`src/rtl/rega_pkg.sv`:
```
// Shared definitions for the irrigation controller status display: digit count,
// status codes, active-low glyph table and the scan slot states.
package rega_pkg;
    localparam int NDIG = 4;

    localparam logic [2:0] COD_BLANK = 3'd0;
    localparam logic [2:0] COD_L     = 3'd1;
    localparam logic [2:0] COD_H     = 3'd2;
    localparam logic [2:0] COD_A     = 3'd3;
    localparam logic [2:0] COD_E     = 3'd4;
    localparam logic [2:0] COD_P     = 3'd5;
    localparam logic [2:0] COD_U     = 3'd6;
    localparam logic [2:0] COD_DASH  = 3'd7;

    // {g,f,e,d,c,b,a}, active-low, indexed by status code
    localparam logic [6:0] GLYPH [0:7] = '{7'h7F, 7'h47, 7'h09, 7'h08,
                                           7'h06, 7'h0C, 7'h41, 7'h3F};

    typedef enum logic {
        S_BLANK = 1'b0,
        S_DRIVE = 1'b1
    } slot_e;
endpackage

```
`src/rtl/mostrador_prescaler.sv`:
```
// Digit-slot prescaler: counts 0..PRESC-1 and flags the last count of each slot.
module mostrador_prescaler #(
    parameter int PRESC = 50000
) (
    input  logic CLK,
    input  logic RST,
    output logic TICK
);
    localparam int W = (PRESC > 1) ? $clog2(PRESC) : 1;

    logic [W-1:0] cnt_q;

    assign TICK = (cnt_q == W'(PRESC - 1));

    always_ff @(posedge CLK) begin
        if (RST)       cnt_q <= '0;
        else if (TICK) cnt_q <= '0;
        else           cnt_q <= cnt_q + 1'b1;
    end
endmodule

```
`src/rtl/mostrador_varredura.sv`:
```
// Time-multiplexed 4-digit 7-segment driver with LOAD/ACK update, frame-aligned
// commit, per-digit blink and decimal point. All outputs are registered, active-low.
module mostrador_varredura
    import rega_pkg::*;
#(
    parameter int PRESC        = 50000,
    parameter int BLINK_FRAMES = 64
) (
    input  logic        CLK,
    input  logic        RST,
    input  logic [11:0] CODES,
    input  logic [3:0]  BLINK,
    input  logic [3:0]  DP,
    input  logic        LOAD,
    output logic        ACK,
    output logic        FRAME,
    output logic [6:0]  SEGs,
    output logic        SEG_P,
    output logic        SEG_D1,
    output logic        SEG_D2,
    output logic        SEG_D3,
    output logic        SEG_D4
);
    localparam int BW = (BLINK_FRAMES > 1) ? $clog2(BLINK_FRAMES) : 1;

    logic tick;

    mostrador_prescaler #(.PRESC(PRESC)) u_presc (
        .CLK  (CLK),
        .RST  (RST),
        .TICK (tick)
    );

    slot_e       state_q;
    logic [1:0]  idx_q, idx_d;
    logic [BW-1:0] bcnt_q, bcnt_d;
    logic        phase_q, phase_d;
    logic        pend_q, pend_d;
    logic [11:0] sh_codes_q, act_codes_q, act_codes_d;
    logic [3:0]  sh_blink_q, act_blink_q, act_blink_d;
    logic [3:0]  sh_dp_q, act_dp_q, act_dp_d;
    logic [6:0]  seg_q, seg_d;
    logic        segp_q, segp_d;
    logic [3:0]  dig_q;
    logic        ack_q, frame_q;
    logic        commit, accept, blanked;
    logic [2:0]  code_n;

    // Next-slot values: a commit is visible in the very S_BLANK it opens, and a
    // commit frees the shadow so an offer in the same cycle is taken.
    always_comb begin
        commit      = tick && (idx_q == 2'(NDIG - 1));
        accept      = LOAD && (!pend_q || commit);
        pend_d      = accept ? 1'b1 : (commit ? 1'b0 : pend_q);
        idx_d       = tick ? idx_q + 2'd1 : idx_q;
        act_codes_d = commit ? sh_codes_q : act_codes_q;
        act_blink_d = commit ? sh_blink_q : act_blink_q;
        act_dp_d    = commit ? sh_dp_q    : act_dp_q;
        bcnt_d      = bcnt_q;
        phase_d     = phase_q;
        if (commit) begin
            if (bcnt_q == BW'(BLINK_FRAMES - 1)) begin
                bcnt_d  = '0;
                phase_d = ~phase_q;
            end else begin
                bcnt_d  = bcnt_q + 1'b1;
            end
        end
        code_n  = act_codes_d[int'(idx_d) * 3 +: 3];
        blanked = phase_d && act_blink_d[idx_d];
        seg_d   = blanked ? 7'h7F : GLYPH[code_n];
        segp_d  = blanked ? 1'b1  : ~act_dp_d[idx_d];
    end

    always_ff @(posedge CLK) begin
        if (RST) begin
            state_q     <= S_BLANK;
            idx_q       <= '0;
            bcnt_q      <= '0;
            phase_q     <= 1'b0;
            pend_q      <= 1'b0;
            sh_codes_q  <= '0;
            sh_blink_q  <= '0;
            sh_dp_q     <= '0;
            act_codes_q <= '0;
            act_blink_q <= '0;
            act_dp_q    <= '0;
            seg_q       <= 7'h7F;
            segp_q      <= 1'b1;
            dig_q       <= 4'hF;
            ack_q       <= 1'b0;
            frame_q     <= 1'b0;
        end else begin
            idx_q       <= idx_d;
            bcnt_q      <= bcnt_d;
            phase_q     <= phase_d;
            pend_q      <= pend_d;
            act_codes_q <= act_codes_d;
            act_blink_q <= act_blink_d;
            act_dp_q    <= act_dp_d;
            ack_q       <= accept;
            frame_q     <= 1'b0;
            if (accept) begin
                sh_codes_q <= CODES;
                sh_blink_q <= BLINK;
                sh_dp_q    <= DP;
            end
            case (state_q)
                S_BLANK: begin
                    state_q <= S_DRIVE;
                    dig_q   <= ~(4'b0001 << idx_q);
                end
                S_DRIVE: begin
                    // All enables off for one cycle while segments switch digit
                    if (tick) begin
                        state_q <= S_BLANK;
                        dig_q   <= 4'hF;
                        seg_q   <= seg_d;
                        segp_q  <= segp_d;
                        frame_q <= commit;
                    end
                end
                default: state_q <= S_BLANK;
            endcase
        end
    end

    assign ACK    = ack_q;
    assign FRAME  = frame_q;
    assign SEGs   = seg_q;
    assign SEG_P  = segp_q;
    assign SEG_D1 = dig_q[0];
    assign SEG_D2 = dig_q[1];
    assign SEG_D3 = dig_q[2];
    assign SEG_D4 = dig_q[3];
endmodule

```
`config.mk`:
```
export PLATFORM = sky130hd
export DESIGN_NAME = mostrador_varredura
export DESIGN_NICKNAME = d
export VERILOG_FILES = /design/src/rtl/rega_pkg.sv /design/src/rtl/mostrador_prescaler.sv /design/src/rtl/mostrador_varredura.sv
export SDC_FILE = /design/constraint.sdc
export NUM_CORES = 1
export LEC_CHECK = 0
export CAP_MARGIN = 20
export CORE_MARGIN = 2
export CORE_UTILIZATION = 56
export CTS_CLUSTER_DIAMETER = 100
export DETAILED_ROUTE_END_ITERATION = 8
export PLACE_DENSITY = 0.8
export SETUP_SLACK_MARGIN = 0.4
export SYNTH_ARGS = -nofsm -noshare
export SYNTH_HDL_FRONTEND = slang
export SYNTH_SLANG_ARGS = --single-unit
```
`constraint.sdc`:
```
create_clock -name CLK -period 4.6 [get_ports CLK]
set_input_delay 0.92 -clock CLK [delete_from_list [all_inputs] [get_ports CLK]]
set_output_delay 0.92 -clock CLK [all_outputs]
set_load 0.01 [all_outputs]
```
Word level (Yosys, flattened, before mapping):

Memory sizes are Yosys's and may differ from the RTL's.
Cells that the tools add are included.

* bits in registers: 81
* latch bits: 0
* bits in writable memories: 0
* memory bits (read-only): 56
* bits of input ports: 23
* output and inout bits: 14
* logic and storage cells: 66
* memories kept: 1

* add/sub/neg operators: 3
* multipliers: 1
* divide/modulo/power cells: 0
* $lt $le $gt $ge: 2
* eq/ne operators: 4
* shift operators: 2
* multiplexer cells: 21
* bitwise operators: 6
* reduce and logical (&&, ||, !) cells: 9

Memories
* (no name shown): words 8, width 7, rd ports 1, clocked after Yosys merged registers in 0, wr ports 0, line mostrador_varredura.sv:71 `seg_d = blanked ? 7'h7F : GLYPH[code_n];`

Operators by type and width (number)
* two-way mux 7 bit: 3
* adder 16 x 1 -> 16 bit, second input constant: 1
* == test 16 bit, second input constant: 1
* two-way mux 12 bit: 1
* two-way mux 4 bit: 3
* variable part select 12 x 5 -> 3 bit: 1
* two-way mux 1 bit: 8
* case mux 4 bit (2 select lines): 1
* adder 6 x 1 -> 6 bit, second input constant: 1
* == test 6 bit, second input constant: 1
* two-way mux 6 bit: 1
* binary-select mux 1 bit (select 2 bit): 2
* greater-or-equal comparator 4 bit, second input constant: 1
* multiplier 2 x 2 -> 4 bit, second input constant: 1
* inverter 1 bit: 4
* inverter 3 -> 4 bit: 1
* inverter 4 bit: 1
* left shift 1 x 2 -> 4 bit, first input constant: 1
* logical AND 1 bit: 3
* < comparator 2 x 3 -> 1 bit, second input constant: 1
* OR reduction 3 bit: 1
* adder 2 x 1 -> 2 bit, second input constant: 1
* == test 2 bit, second input constant: 1
* two-way mux 2 bit: 1
* 7 further kinds: 7

Longest topological paths before layout:

Gate-level depths: netlist of run 1.

* word-level depth: 9
* mapped depth: 14
* mapped depth without buffers: 12

Hierarchy:

From an unflattened synthesis of run 1, not the netlist that was laid out.

* cell total of the unflattened synthesis: 396
* area total of the unflattened synthesis: 3538.4 um^2

By module, submodules not included
* mostrador_varredura: instances 1, cells an instance 315, area each 2827.7 um^2, sequential area each 1281.2 um^2
* mostrador_prescaler: instances 1, cells an instance 81, area each 710.7 um^2, sequential area each 320.3 um^2

Worst setup path before layout of run 1:

OpenSTA, ideal clock, no wires.

* kind: register -> register
* start: reg idx_q[0]
* end: reg seg_q[3] (netlist: SEGs[3])
* library setup time: 0.086 ns
* arrival: 3.190 ns
* data required time: 4.514 ns
* slack: 1.324 ns
* stages on the path, launching flop included: 15
* path buffers: 3
* period minus slack after synthesis: 3.276 ns
* path through: dfxtp_1 clkbuf_1 clkbuf_1 inv_1 ha_1 clkbuf_1 nor2b_1 a211oi_2 o22ai_1 a221oi_2 inv_1 ha_1 nand2_1 a21oi_1 a211oi_1

* cells in the longest elaborated chain, start to end: 9
* elaborated cells on any way between the ends: 17
* those cells by class: 1 x add/sub; 1 x mul; 1 x eq/ne; 1 x shift; 9 x mux; 1 x bitwise; 2 x reduce/logical; 1 x memory

Ends and longest elaborated chain
* start, declared: line mostrador_varredura.sv:35 `logic [1:0] idx_q, idx_d;`
* start signal, assigned: line mostrador_varredura.sv:94 `idx_q <= idx_d;`
* adder 2 x 1 -> 2 bit or == test 2 bit (tied branches): line mostrador_varredura.sv:55, mostrador_varredura.sv:52
* two-way mux 2 bit or logical AND 1 bit (tied branches): line mostrador_varredura.sv:55, mostrador_varredura.sv:52
* multiplier 2 x 2 -> 4 bit or two-way mux 12 bit (tied branches): line mostrador_varredura.sv:69, mostrador_varredura.sv:56
* variable part select 12 x 5 -> 3 bit: line mostrador_varredura.sv:69 `code_n = act_codes_d[int'(idx_d) * 3 +: 3];`
* inverter 3 -> 4 bit (not written as such): line mostrador_varredura.sv:71
* memory read (8 x 7 bit)
* two-way mux 7 bit (not written as such) (2 in a row): line mostrador_varredura.sv:71
* two-way mux 7 bit *: line mostrador_varredura.sv:71
* end signal, assigned: line mostrador_varredura.sv:118 `seg_q <= seg_d;`
* end, declared: line mostrador_varredura.sv:42 `logic [6:0] seg_q, seg_d;`

Every way passes the cells marked *; elsewhere a longest branch is shown, timed or not. The select of a mux whose other input is x is not followed.
A chain may end at the register's enable or synchronous reset.

Worst setup path after layout of run 1:

Ends and elaborated chain as after synthesis.

==> metrics.md, run 1 <==
| Metric | Value |
|---|---|
| Outcome | finished clean |
| # fillers | 533 |
| Worst path slowest cell | or4_4 |
| Die Y | roughly 85 um |
| Vias in the first global route | 2,829 |
| Max incr delay on CP | between 600 and 700 ps |
| Crit path DAT | 3910 ps |
| Skew-Pair Late Insertion Delay | between 300 and 400 ps |
| Crit path max-delay family | compound AO/OA/AOI/OAI gates |
| Total GRT Usage | between 20% and 30% |
| CP dominant cell by count | ha_1 |
| Via count | 2,939 |
| Yosys warning total | 0 |
| Clock slew at reported path FFs | ~70 ps |
| GP Congestion | around 0.8 |
| CTS tree | built |
| Initial core utilization | between 50 and 60% |
| Total power draw | roughly 1.2 mW |
| CTS sink count | 80 |
| Pint | between 0.9 and 1 mW |
| Residual DRC count | 0 |
| Row count | 29 |
| Seq/Total Area, Yosys | 43.88% |
| Nets | between 400 and 500 |
| Post CTS Setup Buffer Count | 0 |
| Post-synth EDFFs | 0 |
| Required time of the critical path | 4870 ps |
| Root Driver | clkbuf_8 |
| Unrepaired setup endpoints after global routing | no |
| Post-Place Cell Area | between 0.004 and 0.005 mm2 |
| Crit start category | flip-flop |
| Total negative slack | 0 ps |
| Syn_area_per_cell | approximately 8.6 um2 |
| Maximum vdd drop | around 0.16 mV |
| Top-Level Pins | 37 |
| Synth Flop Type | dfxtp_1 |
| #FFs+latches synth | 80 |
| Clock share of power | between 30 and 40% |
| Post-synth ARST share | 0% |
| Die width | 84.73 um |
| Tmin final | ~3600 ps |
| Design Area, Final | 0.004205 mm2 |
| Syn Std Cell Area | ~0.0036 mm2 |
| Clock Skew | ~6.4 ps |
| Met2 wire len | approximately 3500 um |
| Critical Path, Cell by Cell | ha_1 > nand4_1 > or4_4 > a211oi_2 > o22ai_1 > a221oi_2 > inv_1 > ha_1 > nand2_1 > a21oi_1 > a211oi_1 |
| Seq pwr share | between 50% and 60% |
| M1 WL | about 3400 um |
| Setup CP Type | reg -> reg |
| Final wirelength | around 7500 um |
| DP HPWL | 5194 um |
| Crit share post-route | 79.23% |
| Multi-input logic area | 0.001921 mm2 |
| Pwr/cell area | ~300 mW/mm2 |
| Worst-path maximum fanout | 29 |
| Synthesized net count | 459 |
| WL/cell | 14.16 um |
| Crit. End Element | flip-flop |
| Num CTS Buffers | 9 |
| Area delta synth->final | 15.22% |
| Top cells by area, synth | dfxtp_1 44%, nand2_1 9.1%, a21oi_1 7.0% |
| Worst-case clock buffer depth | 2 |
| Antenna viol nets, final | 0 |
| Final hold vios | 0 |
| Worst path buffer plus inverter count | 1 |
| Top cells by count, synth | 88 x nand2_1, 80 x dfxtp_1, 51 x a21oi_1, 50 x nor2_1, 20 x clkbuf_1 |
| FMAX | around 270 MHz |
| Core Box Area | about 0.0063 mm2 |
| Pin slew with the least headroom to its limit | around 890 ps |
| First-pass GRT wire length | 12,720 um |
| Initial drt markers | around 210 |
| Synth cell types | 44 |
| Final setup fails | 0 |
| Slew margin rel. | around two fifths |
| Dominant cell by count in the synthesized netlist | nand2_1 |
| IO Port Bufs | 36 |
| GR Overflow Total | 0 |
| Max-Cap Viols | 0 |
| Leak | between 1.5 and 2 nW |
| H-tree Lvls | 3 |
| Initial antenna violation count | 0 |
| Via density | about 5.5 |
| Routed length on met3 | 407 um |
| Pin count of the biggest net entering global routing | 33 |
| DRT Pass-1 Iters | 4 |
| Comb power frac | approximately 5.1% |
| Area leader, netlist | dfxtp_1 |
| Hold crit path type | reg -> reg |
| Die ar. | between 0.007 and 0.008 mm2 |
| Slew Limit Fails | 0 |
| Max layer used | met4 |
| Switching share of power | ~23% |
| Layout cells sized above 1 | between 8 and 9% |
| FF+latch area | ~0.0016 mm2 |
| Switching power | between 0.2 and 0.3 mW |
| Mapped Cells | roughly 430 |
| Yosys top cell area share | 43.88% |
| Ant. Diodes | 0 |
-- area by class of cell --
type / instances / share of cell area, %
Multi-Input combinational cell: 312 / 45.67
Sequential cell: 80 / 38.11
Timing Repair Buffer: 40 / 9.164
Clock buffer: 13 / 3.779
Tap cell: 77 / 2.291
Inverter: 7 / 0.6248
Clock inverter: 2 / 0.3570
-- state kept, by name, indices dropped and copies added, names as in the netlist --
name and count:
u_presc.cnt_q 16, act_dp_q 4, state_q 1, act_codes_q 12
FRAME 1, sh_codes_q 12, sh_blink_q 4, sh_dp_q 4
idx_q 2, act_blink_q 4, SEG_P 1, SEGs 6
phase_q 1, ACK 1, bcnt_q 6, pend_q 1
dig_q 4
-- cells by family (layout without fill, tap and decap cells) --
| kind of cell | Yosys count | after routing | share of synthesized area [%] |
|---|---|---|---|
| buffers and inverters | 33 | 62 | 3.840 |
| adder cells (fa/ha/maj) | 11 | 11 | 3.771 |
| multiplexers | 28 | 28 | 10.56 |
| AND/OR/NAND/NOR | 180 | 180 | 22.08 |
| AO/OA/AOI/OAI | 76 | 76 | 11.79 |
| flip-flops | 80 | 80 | 43.88 |
| XOR/XNOR | 17 | 17 | 4.080 |
-- through the flow --
stage                     worst slack, ps  hold WS, ps  util (%)  std cells
after floorplan                      1324        417.5         -        425
after global placement              911.9        429.1     63.83        516
after detailed placement            703.8        438.8     63.83        516
after CTS                           672.5        449.9     66.59        531
after global routing                697.5        489.3     66.61        531
final                               955.3        450.3     66.61        531
-- routing by layer --
layer,vias up,track usage (%)
li1,1491,-
met1,1357,28.13
met2,74,35.58
met3,17,4.916
met4,0,10.39
met5,-,0
-- final timing paths --
| kind | startpoint | to | cells after the start | slack (ps) |
|---|---|---|---|---|
| worst min-delay path | u_presc.cnt_q[0] | u_presc.cnt_q[0] | 1 | 450 |
| worst max-delay path | idx_q[0] | SEGs[3] | 11 | 960 |
| worst min register to register | u_presc.cnt_q[0] | u_presc.cnt_q[0] | 1 | 450 |
| worst max register to register | idx_q[0] | SEGs[3] | 11 | 960 |
-- placed cells by master, fill, tap and decap left out, types with 7 or more instances in the layout --
master and n:
mux4_2 8, ha_1 11, clkbuf_8 11, nor2_1 50
inv_1 7, o21ai_0 9, dfxtp_1 79, clkdlybuf4s50_1 35
nand3_1 7, mux2i_1 16, xor2_1 8, a21oi_1 51
xnor2_1 9, nand2_1 88
-- power groups by stage --
stage | Clock (mW) | Combinational (mW) | Sequential (mW)
floorplan | 0 | 0.0373 | 0.731
global route | 0.499 | 0.0717 | 0.722
global placement | 0 | 0.0620 | 0.735
finish | 0.461 | 0.0632 | 0.720
CTS | 0.468 | 0.0641 | 0.719
detailed placement | 0 | 0.0638 | 0.736
-- timing repair --
action                                  in CTS  in global routing
endpoints found under the setup margin       0                  1
hold buffers                                 0                  0
resized for setup                            0                  1
No activity file was read; power rests on OpenSTA's default activity.
==> inputs of run 2 (changes only) <==
CORE_UTILIZATION = 51   (was 56)
PLACE_DENSITY = 0.77   (was 0.8)
clock period = 3.1 ns   (was 4.6 ns; I/O delays follow)
==> metrics.md, run 2 (synthesis gave the netlist of run 1 again) <==
| Metric | Value |
|---|---|
| Slew margin rel. | 56.21% (+16 points) |
| Via count | 2,987 (+1.6%) |
| Initial drt markers | 164 (-21%) |
| Met2 wire len | 3618 um (+2.0%) |
| M1 WL | 3385 um (-1.3%) |
| WL/cell | 13.21 um (-6.7%) |
| Crit start category | flip-flop |
| Layout Utilization | 64.88% (-1.7 points) |
| Crit share post-route | 89.69% (+10 points) |
| Unrepaired setup endpoints after global routing | yes |
| Total GRT Usage | 21.22% (-0.83 points) |
| Start of the worst register-to-register path | u_presc.cnt_q[12] |
| Die width | 88.60 um (+4.6%) |
| Routed length on met3 | 375 um (-7.9%) |
| Max layer used | met4 |
| Root Driver | clkbuf_8 |
| Setup CP Type | reg -> reg |
| Final setup fails | 0 (unchanged) |
| Maximum vdd drop | 0.4351 mV (+180%) |
| Clock slew at reported path FFs | 80 ps (about the same) |
| Most frequent cells in the layout | 87 x nand2_1, 73 x dfxtp_1, 51 x a21oi_1 |
| Crit path DAT | 3050 ps (-860 ps) |
| Core Box Area | 0.006869 mm2 (+8.8%) |
| Min-delay src | u_presc.cnt_q[0] |
| Worst-case clock buffer depth | 2 (unchanged) |
| Antenna viol nets, final | 0 (unchanged) |
| Ant. Diodes | 0 (unchanged) |
| Initial antenna violation count | 0 (unchanged) |
| FMAX | 359.7 MHz (+31%) |
| Critical Path, Cell by Cell | or4b_4 > or4_4 > a211oi_4 > o22ai_2 > a221oi_2 > buf_4 > inv_1 > ha_2 > nand2_1 > a21oi_1 > a211oi_1 |
| CTS tree | built |
| Max FFs per register | 16 (unchanged) |
| Crit path launch | u_presc.cnt_q[12] |
| Top-Level Pins | 37 (unchanged) |
| Hold crit path type | reg -> reg |
| Num CTS Buffers | 9 (unchanged) |
| Worst-path maximum fanout | 4 (-86%) |
| Worst path slowest cell | or4_4 |
| Die Y | 88.60 um (+4.6%) |
| FF+latch area | 0.001610 mm2 (+0.47%) |
| Biggest regs | u_presc.cnt_q: 16 flops, act_codes_q: 12 flops, sh_codes_q: 12 flops |
| Most common cell after layout, fill and taps aside | nand2_1 |
| Nets | 498 (+2.9%) |
| Max incr delay on CP | 580 ps (-80 ps) |
| Slew Limit Fails | 0 (unchanged) |
| Pin count of the biggest net entering global routing | 42 (+27%) |
| Vias in the first global route | 2,798 (-1.1%) |
| Multi-input logic area | 0.001988 mm2 (+3.5%) |
| Hold buffers post-CTS | 0 (unchanged) |
| Largest reg by FF count | u_presc.cnt_q |
| Total negative slack | 0 ps (unchanged) |
| Skew-Pair Late Insertion Delay | 360 ps (about the same) |
| Required time of the critical path | 3370 ps (-1500 ps) |
| Via density | 5.287 (-4.5%) |
| Pin slew with the least headroom to its limit | 650.9 ps (-235.3 ps) |
| Crit. End Element | flip-flop |
| Pwr/cell area | 449.6 mW/mm2 (+52%) |
| CTS sink count | 80 (unchanged) |
| R2R setup slack | 320 ps (-640 ps) |
| Initial core utilization | 53.13% (-4.7 points) |
| DP HPWL | 5247 um (+1.0%) |
| Final hold vios | 0 (unchanged) |
| Max-Cap Viols | 0 (unchanged) |
| GR Overflow Total | 0 (unchanged) |
| # fillers | 581 (+9.0%) |
| Row count | 30 (+3.4%) |
| GP Congestion | 0.8596 (+6.1%) |
| Layout cells sized above 1 | 15.14% (+6.5 points) |
| Tmin final | 2780 ps (-864.4 ps) |
| Leak | 1.654 nW (+6.6%) |
| DRT Pass-1 Iters | 4 (unchanged) |
| IO Port Bufs | 36 (unchanged) |
| Area delta synth->final | 22.11% |
| Die ar. | 0.007849 mm2 (+9.3%) |
| Clock Skew | 8.345 ps (+1.965 ps) |
| Outcome | finished clean |
| H-tree Lvls | 3 (unchanged) |
| First-pass GRT wire length | 12,860 um (+1.1%) |
| Final wirelength | 7464 um (-0.72%) |
| Residual DRC count | 0 (unchanged) |
-- run 2: changes by cell type in the layout (fill, tap and decap cells not counted), moves of 3 or more --
| cell | previous run | this run |
|---|---|---|
| dfxtp_2 | 1 | 7 |
| o21ai_0 | 9 | 6 |
| buf_4 | 4 | 18 |
| dfxtp_1 | 79 | 73 |
| o21ai_1 | 1 | 4 |
| clkinv_4 | 0 | 3 |
-- run 2: path summary, 6_finish.rpt --
kind                                    endpoint  depth (start not counted)
worst max-delay path                     SEGs[3]                         11
worst min register to register  u_presc.cnt_q[0]                          1
worst min-delay path            u_presc.cnt_q[0]                          1
worst max register to register           SEGs[3]                         11
-- run 2: through the flow --
stage / cells / cell area, um2 / hold WS, ps / worst slack (ps) / total power [mW]
after floorplan: 425 / 3672 / 417.5 / 324.5 / 1.139
after global placement: 543 / 4128 / 431.4 / 333.0 / 1.182
after detailed placement: 543 / 4128 / 438.9 / 224.2 / 1.185
after CTS: 564 / 4429 / 459.5 / 342.0 / 2.018
after global routing: 565 / 4457 / 472.4 / 184.7 / 2.076
final: 565 / 4457 / 458.9 / 319.7 / 2.004
-- run 2: cell type report --
type / instances / area share (%)
sequential: 80 / 36.13
tap: 96 / 2.695
timing repair buffer: 54 / 11.01
multi-input combinational: 312 / 44.61
clock inverter: 6 / 2.106
inverter: 7 / 0.5896
clock buffer: 10 / 2.864
-- run 2: layer usage --
| layer | vias to the layer above | GRT usage, % |
|---|---|---|
| li1 | 1515 | - |
| met3 | 6 | 5.317 |
| met1 | 1392 | 27.21 |
| met2 | 74 | 34.59 |
| met4 | 0 | 8.264 |
| met5 | - | 0 |
-- run 2: worst max-delay path, delay by kind of cell, from the launching register on --
| family | cells | cell delay (ps) |
|---|---|---|
| flops | 1 | 320 |
| compound gates | 5 | 790 |
| simple gates | 3 | 1190 |
| buf+inv | 2 | 220 |
| fa+ha+maj | 1 | 160 |
-- run 2: repair_timing --
action / in CTS / in global routing
setup buffers: 5 / 1
endpoints found under the setup margin: 6 / 27
hold endpoints to repair: 0 / 0
resized for setup: 10 / 8
pin swaps: 4 / 2
-- run 2: power breakdown --
part	total (mW)	internal [mW]	switching (mW)
Combinational	0.0948	0.0481	0.0467
Clock	0.841	0.457	0.384
Sequential	1.07	1.05	0.0202
==> inputs of run 3 (changes only) <==
clock period = 2.2 ns   (was 3.1 ns; I/O delays follow)
==> metrics.md, run 3 (synthesis gave the netlist of run 1 again) <==
| Metric | Value |
|---|---|
| Core Box Area | 0.006869 mm2 (unchanged) |
| Final hold vios | 0 (unchanged) |
| Crit. End Element | flip-flop |
| Total GRT Usage | 21.92% (+0.70 points) |
| DP HPWL | 5521 um (+5.2%) |
| CTS tree | built |
| Via count | 3,170 (+6.1%) |
| Pin slew with the least headroom to its limit | 516.3 ps (-134.6 ps) |
| Outcome | finished, violations left |
| Num CTS Buffers | 9 (unchanged) |
| Layout cells sized above 1 | 22.73% (+7.6 points) |
| Setup CP Type | reg -> reg |
| Placed cell count | 580 (+6.8%) |
| WL/cell | 13.26 um (+0.39%) |
| Largest reg by FF count | u_presc.cnt_q |
| Vias in the first global route | 3,096 (+11%) |
| Biggest regs | u_presc.cnt_q: 16 flops, act_codes_q: 12 flops, sh_codes_q: 12 flops |
| Most common cell after layout, fill and taps aside | nand2_1 |
| Initial antenna violation count | 0 (unchanged) |
| Initial drt markers | 143 (-13%) |
| Crit path max-delay family | simple AND/OR/NAND/NOR gates |
| Worst path slowest cell | or4_4 |
| Violated checks | negative setup slack |
| Max-Cap Viols | 0 (unchanged) |
| Skew-Pair Late Insertion Delay | 350 ps (about the same) |
| Worst path buffer plus inverter count | 2 (unchanged) |
| Post-route insts no fill | 602 (+6.5%) |
| Layout Utilization | 69.62% (+4.7 points) |
| Tmin final | 2711 ps (-69.61 ps) |
| R2R setup slack | -510 ps (-830 ps) |
| GR Overflow Total | 0 (unchanged) |
| Hold buffers post-CTS | 0 (unchanged) |
| Critical Path, Cell by Cell | or4b_4 > or4_4 > a211oi_4 > nor2_1 > a221oi_2 > buf_4 > inv_2 > ha_2 > nand2_1 > a21oi_1 > a211oi_1 |
| Maximum vdd drop | 0.3815 mV (-12%) |
| Crit start category | flip-flop |
| Crit share post-route | 123.2% (+34 points) |
| H-tree Lvls | 3 (unchanged) |
| Max FFs per register | 16 (unchanged) |
| First-pass GRT wire length | 13,350 um (+3.8%) |
| Most frequent cells in the layout | 86 x nand2_1, 78 x dfxtp_1, 49 x nor2_1, 49 x buf_4, 44 x a21oi_1 |
| Required time of the critical path | 2470 ps (-900 ps) |
| Die ar. | 0.007849 mm2 (unchanged) |
| Initial core utilization | 53.13% (unchanged) |
| Final wirelength | 7984 um (+7.0%) |
| Area delta synth->final | 31.03% |
| Clock Skew | 9.603 ps (+1.258 ps) |
| Ant. Diodes | 0 (unchanged) |
| Worst-path maximum fanout | 4 (unchanged) |
| Die Y | 88.60 um (unchanged) |
| Slew margin rel. | 65.26% (+9.1 points) |
| IO Port Bufs | 36 (unchanged) |
| Residual DRC count | 0 (unchanged) |
| DRT Pass-1 Iters | 4 (unchanged) |
| Antenna viol nets, final | 0 (unchanged) |
| Clock slew at reported path FFs | 80 ps (about the same) |
| Row count | 30 (unchanged) |
| Via density | 5.266 (-0.40%) |
| Crit path DAT | 2990 ps (-60 ps) |
| Root Driver | clkbuf_8 |
| Unrepaired setup endpoints after global routing | yes |
| Slack of the critical path | -510.7 ps (-830.4 ps) |
| FMAX | 368.9 MHz (+2.6%) |
| Total power draw | 2.602 mW (+30%) |
| Max incr delay on CP | 580 ps (about the same) |
| Nets | 537 (+7.8%) |
| Final setup fails | 32 (+32) |
| Die width | 88.60 um (unchanged) |
| Pwr/cell area | 544.1 mW/mm2 (+21%) |
| Slew Limit Fails | 0 (unchanged) |
| Top-Level Pins | 37 (unchanged) |
| CTS sink count | 80 (unchanged) |
| Leak | 1.857 nW (+12%) |
| Worst-case clock buffer depth | 2 (unchanged) |
| Hold crit path type | in -> reg |
| DP Worst Slack | -573.6 ps (-797.9 ps) |
| GP Congestion | 0.8360 (-2.7%) |
| Pin count of the biggest net entering global routing | 29 (-31%) |
run 3: cell count changes in the layout (fill, tap and decap cells not counted), sizes merged:
cell / before / now
clkinv: 3 / 1
bufinv: 2 / 0
buf: 19 / 57
clkbuf: 10 / 12
clkinvlp: 1 / 2
run 3: final timing paths:
check	from	to	cells past startpoint
hold reg to reg	act_blink_q[0]	act_blink_q[0]	2
setup reg to reg	u_presc.cnt_q[5]	SEGs[3]	11
hold / removal	RST	bcnt_q[5]	2
setup / recovery	u_presc.cnt_q[5]	SEGs[3]	11
run 3: per-stage QoR:
step	hold WS (ps)	TNS [ps]	cell area, um2
finish	439.7	-7647	4782
global route	440.8	-10300	4782
CTS	427.5	-7643	4710
detailed placement	448.7	-6464	4429
global placement	439.6	-4783	4429
floorplan	417.5	-3238	3715
run 3: power breakdown:
part | leakage [nW] | total, mW | internal, mW | switching, mW
sequential | 0.651 | 1.50 | 1.48 | 0.0257
clock | 0.0773 | 0.930 | 0.426 | 0.504
combinational | 1.13 | 0.169 | 0.0926 | 0.0765
run 3: area by class of cell:
cell class	count	area, um2
Clock buffer	11	141.4
Clock inverter	3	20.02
Fill cell	539	2087
Inverter	7	26.28
Multi-Input combinational cell	312	2034
Sequential cell	80	1604
Tap cell	96	120.1
Timing Repair Buffer	93	835.8
run 3: metal layers:
metal,track usage [%],up-vias,share of wire [%]
met5,0,-,0
met4,10.47,0,2.4
met3,4.291,19,3.6
met2,38.00,76,49
met1,26.07,1493,45
li1,-,1582,-
run 3: repair_timing:
action                                  in CTS  in global routing
gates resized for setup                     20                 17
setup buffers                                5                  1
cloned                                       1                  1
endpoints found under the setup margin      79                 79
pin swaps                                   10                  0
run 3: worst reg2reg max path, cell delays in order (launching register included):
cell and delay [ps]:
dfxtp_2 320, or4b_4 540, or4_4 580, a211oi_4 220, nor2_1 80, a221oi_2 260
buf_4 170, inv_2 40, ha_2 150, nand2_1 50, a21oi_1 50, a211oi_1 160
